## src/rtl/dut_system_pkg.sv

```systemverilog
// Shared defaults and helpers for the streaming wrapper.
// Imported by the interface, FIFO and top.
package dut_system_pkg;

  localparam int unsigned DW_DEF    = 32;
  localparam int unsigned DEPTH_DEF = 64;

  // Occupancy counter must reach depth itself, hence the extra bit.
  function automatic int unsigned cnt_w(
    input int unsigned depth
  );
    return $clog2(depth) + 1;
  endfunction

endpackage

```

## src/rtl/dut_system_if.sv

```systemverilog
// FIFO access bundle: push side, pop side and status flags.
// master drives requests, slave is the FIFO.
interface dut_system_if
  import dut_system_pkg::*;
#(
  parameter int unsigned DW = DW_DEF
);

  logic          wr_en;
  logic [DW-1:0] din;
  logic          full;
  logic          rd_en;
  logic [DW-1:0] dout;
  logic          empty;

  modport master (
    output wr_en,
    output din,
    output rd_en,
    input  full,
    input  dout,
    input  empty
  );

  modport slave (
    input  wr_en,
    input  din,
    input  rd_en,
    output full,
    output dout,
    output empty
  );

endinterface

```

## src/rtl/dut_system_fifo.sv

```systemverilog
// Show-ahead synchronous FIFO with registered full/empty.
// dout reads the head slot combinationally, zero while empty.
module dut_system_fifo
  import dut_system_pkg::*;
#(
  parameter int unsigned FIFO_DATA_WIDTH  = DW_DEF,
  parameter int unsigned FIFO_BUFFER_SIZE = DEPTH_DEF
) (
  input  logic         clock,
  input  logic         reset,
  dut_system_if.slave  port
);

  localparam int unsigned PW = $clog2(FIFO_BUFFER_SIZE);
  localparam int unsigned CW = cnt_w(FIFO_BUFFER_SIZE);

  logic [FIFO_DATA_WIDTH-1:0] mem_q [FIFO_BUFFER_SIZE];

  logic [PW-1:0] wptr_q, wptr_d;
  logic [PW-1:0] rptr_q, rptr_d;
  logic [CW-1:0] cnt_q, cnt_d;
  logic          full_q, full_d;
  logic          empty_q, empty_d;
  logic          push, pop;

  assign push = port.wr_en && !full_q;
  assign pop  = port.rd_en && !empty_q;

  always_comb begin
    wptr_d  = wptr_q;
    rptr_d  = rptr_q;
    cnt_d   = cnt_q;
    if (push) begin
      wptr_d = wptr_q + 1'b1;
    end
    if (pop) begin
      rptr_d = rptr_q + 1'b1;
    end
    unique case ({push, pop})
      2'b10:   cnt_d = cnt_q + 1'b1;
      2'b01:   cnt_d = cnt_q - 1'b1;
      default: cnt_d = cnt_q;
    endcase
    full_d  = (cnt_d == CW'(FIFO_BUFFER_SIZE));
    empty_d = (cnt_d == '0);
  end

  always_ff @(posedge clock) begin
    if (reset) begin
      wptr_q  <= '0;
      rptr_q  <= '0;
      cnt_q   <= '0;
      full_q  <= 1'b0;
      empty_q <= 1'b1;
    end else begin
      wptr_q  <= wptr_d;
      rptr_q  <= rptr_d;
      cnt_q   <= cnt_d;
      full_q  <= full_d;
      empty_q <= empty_d;
    end
  end

  // Storage needs no reset: dout is masked until a word lands.
  always_ff @(posedge clock) begin
    if (!reset && push) begin
      mem_q[wptr_q] <= port.din;
    end
  end

  assign port.dout  = empty_q ? '0 : mem_q[rptr_q];
  assign port.full  = full_q;
  assign port.empty = empty_q;

endmodule

```

## src/rtl/dut_system.sv

```systemverilog
// Streaming wrapper: input FIFO -> identity transfer -> output FIFO.
// Transfer moves one word per clock with no staging register.
module dut_system
  import dut_system_pkg::*;
#(
  parameter int unsigned FIFO_DATA_WIDTH  = DW_DEF,
  parameter int unsigned FIFO_BUFFER_SIZE = DEPTH_DEF
) (
  input  logic                       clock,
  input  logic                       reset,
  input  logic [FIFO_DATA_WIDTH-1:0] fifo_in_din,
  input  logic                       fifo_in_wr_en,
  output logic                       fifo_in_full,
  output logic [FIFO_DATA_WIDTH-1:0] fifo_out_dout,
  input  logic                       fifo_out_rd_en,
  output logic                       fifo_out_empty
);

  dut_system_if #(.DW(FIFO_DATA_WIDTH)) in_if ();
  dut_system_if #(.DW(FIFO_DATA_WIDTH)) out_if ();

  logic xfer;

  assign in_if.wr_en = fifo_in_wr_en;
  assign in_if.din   = fifo_in_din;
  assign fifo_in_full = in_if.full;

  // Later per-word stages slot in between in_if.dout and out_if.din.
  assign xfer         = !in_if.empty && !out_if.full;
  assign in_if.rd_en  = xfer;
  assign out_if.wr_en = xfer;
  assign out_if.din   = in_if.dout;

  assign out_if.rd_en   = fifo_out_rd_en;
  assign fifo_out_dout  = out_if.dout;
  assign fifo_out_empty = out_if.empty;

  dut_system_fifo #(
    .FIFO_DATA_WIDTH  (FIFO_DATA_WIDTH),
    .FIFO_BUFFER_SIZE (FIFO_BUFFER_SIZE)
  ) fifo_in_inst (
    .clock (clock),
    .reset (reset),
    .port  (in_if.slave)
  );

  dut_system_fifo #(
    .FIFO_DATA_WIDTH  (FIFO_DATA_WIDTH),
    .FIFO_BUFFER_SIZE (FIFO_BUFFER_SIZE)
  ) fifo_out_inst (
    .clock (clock),
    .reset (reset),
    .port  (out_if.slave)
  );

endmodule

```

## config.mk

```make
export PLATFORM = sky130hd
export DESIGN_NAME = dut_system
export DESIGN_NICKNAME = d
export VERILOG_FILES = /design/src/rtl/dut_system_pkg.sv /design/src/rtl/dut_system_if.sv /design/src/rtl/dut_system_fifo.sv /design/src/rtl/dut_system.sv
export SDC_FILE = /design/constraint.sdc
export NUM_CORES = 2
export LEC_CHECK = 0
export BUFFER_PORTS_ARGS = -buffer_cell sky130_fd_sc_hd__buf_2
export CORE_MARGIN = 2
export CORE_UTILIZATION = 45
export CTS_BUF_LIST = sky130_fd_sc_hd__clkbuf_4 sky130_fd_sc_hd__clkbuf_8
export CTS_CLUSTER_DIAMETER = 120
export CTS_CLUSTER_SIZE = 14
export DETAILED_ROUTE_END_ITERATION = 8
export GPL_TIMING_DRIVEN = 1
export HOLD_SLACK_MARGIN = 0.05
export PLACE_DENSITY = 0.65
export SKIP_CTS_REPAIR_TIMING = 1
export SLEW_MARGIN = 10
export SYNTH_ARGS = -nofsm -noshare
export SYNTH_HDL_FRONTEND = slang
export SYNTH_SLANG_ARGS = --single-unit
```

## constraint.sdc

```tcl
create_clock -name clock -period 12.3 [get_ports clock]
set_input_delay 0.615 -clock clock [delete_from_list [all_inputs] [get_ports clock]]
set_output_delay 0.615 -clock clock [all_outputs]
set_load 0.01 [all_outputs]
```

=== Word level (Yosys, flattened, before mapping) ===
Memory sizes are Yosys's and may differ from the RTL's. A register that Yosys moved wholly into a read port is not among the register bits.
Index checks and enable logic that the tools add are counted.

* Bits in writable memories: 4096
* Bits in latches: 0
* Word-level logic and storage cells: 52
* Input bits: 36
* Memories kept: 2
* Bits in read-only memories: 0
* Output and inout port bits: 34
* Register bits: 42

{| class="wikitable"
|+ Memory list
! name !! depth !! bits a word !! read ports !! clocked after memory_dff !! wr ports !! line !! source
|-
| fifo_in_inst.mem_q || 64 || 32 || 1 || 1 || 1 || dut_system_fifo.sv:17 || <nowiki>logic [FIFO_DATA_WIDTH-1:0] mem_q [FIFO_BUFFER_SIZE];</nowiki>
|-
| fifo_out_inst.mem_q || 64 || 32 || 1 || 1 || 1 || dut_system_fifo.sv:17 ||
|}

* Mux-type cells: 12
* Eq/ne operators: 6
* $add $sub $neg: 8
* Reduce and logical (&&, ||, !) cells: 14
* Bitwise operators: 0
* $lt $le $gt $ge: 0
* $mul: 0
* Div/mod/pow operators: 0
* Shifts and indexed selects: 0

{| class="wikitable"
|+ Operators by type and width
! operator !! number
|-
| $mux W32 || 2
|-
| $pmux W7 S2 || 2
|-
| $add A6 B1 Y6 const B || 4
|-
| $mux W6 || 4
|-
| $add A7 B1 Y7 const B || 2
|-
| $eq A7 B7 Y1 const B || 2
|-
| $logic_not A7 Y1 || 2
|-
| $sub A7 B1 Y7 const B || 2
|-
| $logic_and A1 B1 Y1 || 7
|-
| $logic_not A1 Y1 || 5
|-
| $eq A2 B1 Y1 const B || 2
|-
| $eq A2 B2 Y1 const B || 2
|-
| $mux W1 || 4
|}

=== Longest topological paths before layout ===
* Depth in word-level cells: 6
* Depth in mapped cells: 13

=== Hierarchy ===
From an unflattened synthesis, not the netlist that was laid out.

* Cells, all modules: 6897
* Area total of the unflattened synthesis: 159716.9 µm²

{| class="wikitable"
|+ By module, submodules not included
! module !! area each (µm²) !! instances !! cells each !! sequential area each (µm²)
|-
| dut_system_fifo (fifo_in_inst) || 79869.1 || 1 || 3405 || 62039.5
|-
| dut_system_fifo (fifo_out_inst) || 79844.1 || 1 || 3491 || 62039.5
|-
| dut_system || 3.8 || 1 || 1 || 0.0
|}

=== Least setup slack after synthesis ===
OpenSTA, ideal clock, no wires.

* Path kind: register to register
* From: reg with a tool-made name
* To: mem fifo_out_inst.mem_q[0][1] (netlist name) (data pin)
* Library setup time: 721 ps
* Arrival time: 4413 ps
* Buffers on the path: 5
* Required time: 11579 ps
* Stages on the path, launching flop included: 10
* Slack: 7166 ps
* Cell sequence: dfxtp_1 -> buf_2 -> buf_2 -> buf_4 -> buf_2 -> buf_2 -> nor3_1 -> nor3_1 -> o22ai_1 -> a211oi_1

{| class="wikitable"
|+ RTL lines
! item !! line
|-
| to (decl) || dut_system_fifo.sv:17
|}

==> key figures <==
Run status
  – Status: completed

Detailed routing
  – First DRT Iteration DRCs: 10,726
  – First drt pass iteration count: 6
  – DRC: 0
  – Routed vias/inst: 6.36
  – Routed wire length: 423 mm
  – Total vias in the final route: 75,974
  – Wire length per cell: 35.4 microns
  – Post-route antenna net violation count: 0

Timing
  – Slew headroom: 15.6%
  – Final max-slew violation count: 0
  – Final cycle utilization of the critical path: 54.2%
  – Worst-case clock skew: 0.0864 ns
  – Post-route minimum period: 6.67 ns
  – Hold Fails Final Rpt: 0
  – PnR worst setup slack: 5.63 ns
  – F_max: 0.150 GHz
  – Slew @ Worst Pin: 1.26 ns
  – RSZ-0062 raised after global routing: false
  – Total negative slack: 0 ns
  – Final setup vio count: 0

Place
  – Port bufs: 69
  – RePlAce Congestion: 0.801
  – Placed inst area: 167,000 sq um
  – Pre-CTS WS: 6.44 ns
  – Post-DP HPWL: 222 mm

Yosys
  – Synth top cells by count: edfxtp_1, mux4_2, nor2_1
  – Syn Area/Cell: 23.2 sq um
  – Cell count after synthesis: 6,868
  – Cell Area, Synth: 159,000 sq um
  – Syn nets: 6,914
  – Sequential area share after synthesis: 77.9%
  – Area contributors post-synth: edfxtp_1, mux4_2, mux2i_1
  – #FFs+latches synth: 4,150
  – Post-synth EDFFs: 4,096
  – Top-count cell post-synth: edfxtp_1
  – Syn. warnings: 0
  – Distinct cells, synth: 69
  – Synth area leader: edfxtp_1
  – Most used DFF post-synth: edfxtp_1
  – Synth top area share: 77.3%
  – Post-synth ARST share: 0%

Worst setup path
  – Buf/Inv on CP: 4
  – CP max stage cell: dfxtp_4
  – CP required: 11.69 ns
  – Critical path's top delay family: buffers and inverters
  – Most frequent CP cell: buf_4
  – Critical Path, Cell by Cell: buf_4 > buf_4 > buf_4 > mux4_2 > mux4_2 > o21ai_0 > o21ai_0 > buf_2
  – Startpoint Class: flop
  – WS Path Type: flop to output pin
  – CP Capture Type: output pin
  – Max incr delay on CP: 0.92 ns
  – CP arrival: 6.05 ns
  – Worst Path Max Fanout: 37

Floorplanning
  – Die X: 599 microns
  – Site row count: 218
  – Die ar.: 359,000 sq um
  – Die height: 599 microns
  – Initial Util: 45.2%
  – Io pins: 70
  – CORE AREA: 352,000 sq um

Cells and area
  – Area delta synth->final: 8.09%
  – Layout fillers: 27,871
  – Share of layout cells above drive strength 1: 28.8%
  – Post-layout util: 48.8%
  – Register area: 124,000 sq um
  – Post-layout instance area: 172,000 sq um
  – Nets@finish: 7,204
  – Area taken by multi-input logic gates: 34,400 sq um

Flow run
  – Max cap viols: 0

Global routing
  – Initial antenna violation count: 23
  – Largest net degree at the start of global routing: 125
  – Grt ovf: 0
  – GR Util All Layers: 23.5%
  – First-pass GRT wire length: 591 mm
  – Vias in the first global route: 75,936

Clocking
  – CTS root buf: clkbuf_8
  – H-tree levels: 5
  – CTS tree: done
  – Clk_lat worst skew: 1.12 ns
  – Clock transition at path regs: 0.09 ns
  – Num Clock Sinks: 4,150
  – Max Root-Sink Buffers: 4
  – CTS Buf Count: 335

Power and ir drop
  – Net Switching: 8.04 mW
  – PD cells: 172 nW/um^2
  – Overall Power: 29.6 mW
  – Sw Share: 27.1%
  – Sequential fraction of design power: 56.4%
  – Worst ir drop on vdd: 0.160 mV
  – Combinational share of power: 20.0%
  – Clock share of power: 23.5%
  – Leak pwr: 50.6 nW
  – Pint: 21.6 mW

Min path
  – Worst hold path class: input port to flop
-- placed cells by master (no fill, tap or decap), types with 7 or more instances in the layout --
cell type   netlist  final
a211oi_1         57     56
a21oi_1         110    104
a22oi_1          54     53
a31oi_1          21     18
a32oi_1           7      7
and2_1           16     16
buf_12            0     13
buf_2           133     67
buf_4            78    242
clkbuf_4          0     32
clkbuf_8          0    341
clkinvlp_4        0      8
dfxtp_1          54     43
dfxtp_4           0      9
edfxtp_1       4096   4096
ha_1             10     10
inv_1            10      9
inv_6             0      7
mux2_2           44     44
mux2i_1         159    159
mux4_2         1129   1129
nand2_1         105    101
nand2b_1         16     16
nand3_1          36     35
nand3b_1          8      8
nand4_1          12     12
nor2_1          235    103
nor2_4            0    131
nor2b_1          53     52
nor3_1           33     31
nor3b_1           8      8
o211ai_1         12     12
o21ai_0          50     45
o221ai_1          8      8
o22ai_1          34     34
xnor2_1          12     12
xor2_1           18     18
-- per-layer routing --
metal | global-route usage [%] | part of all wire (%) | vias to the layer above | wire length (microns)
met1 | 32.7 | 38 | 41640 | 162000
li1 | - | - | 29512 | -
met5 | 0 | 0.025 | - | 106
met4 | 8.40 | 3.9 | 16 | 16500
met2 | 38.2 | 49 | 4109 | 206000
met3 | 3.48 | 9.1 | 697 | 38700
-- tightest hold or removal path: stages --
cell	delay, ns
buf_2	0.09
buf_4	0.27
nor2_1	0.15
-- logic make-up (layout without fill, tap and decap cells) --
kind of cell	after synthesis	after routing	share of synthesized area [%]
AOI/OAI and AO/OA	413	413	1.71
xor gates and xnor gates	30	30	0.165
adders and majority gates	10	10	0.0786
buffers and inverters	383	729	1.21
DFF	4150	4150	77.9
muxes	1332	1332	17.3
other	0	5	0
and+or+nand+nor	550	550	1.60
-- sequential cells by signal (all words and copies together), names as in the netlist, 6 cells and up, named ones only --
register              flops
fifo_in_inst.cnt_q        7
fifo_in_inst.rptr_q       6
fifo_out_inst.cnt_q       7
fifo_out_inst.wptr_q      6
fifo_in_inst.wptr_q       6
fifo_in_inst.mem_q     2048
fifo_out_inst.rptr_q      6
fifo_out_inst.mem_q    2048
-- per-stage QoR --
stage	cells	hold WS (ns)
floorplan	6868	0.459
global placement	11549	0.471
detailed placement	11550	0.494
CTS	11943	0.00851
global route	11946	0.0767
finish	11949	0.0777
-- path summary, 6_finish.rpt --
path,endpoint,cells after the start,from,slack (ns)
worst max-delay path,fifo_out_dout[23],8,flop,5.63
worst min-delay path,fifo_in_inst.cnt_q[4],3,reset,0.08
worst max register to register,fifo_out_inst.mem_q[59][23],7,flop,6.45
worst min register to register,flop,2,fifo_in_inst.rptr_q[1],0.51
-- power groups by stage --
stage / clock (mW) / sequential [mW] / combinational (mW)
2_1_floorplan: 0 / 17.0 / 4.04
3_3_place_gp: 0 / 17.0 / 5.82
3_5_place_dp: 0 / 17.1 / 5.99
4_1_cts: 7.08 / 16.7 / 5.99
5_1_grt: 7.54 / 16.8 / 6.29
6_report: 6.98 / 16.7 / 5.93
-- area by class of cell --
| type | instances | area share (%) |
|---|---|---|
| sequential | 4150 | 72.1 |
| multi-input combinational | 2335 | 20.0 |
| tap | 4730 | 3.44 |
| clock buffer | 373 | 2.87 |
| timing repair buffer | 322 | 1.40 |
| clock inverter | 20 | 0.120 |
| inverter | 14 | 0.0327 |
| antenna | 5 | 0.00727 |
No activity file was read; power rests on OpenSTA's default activity.
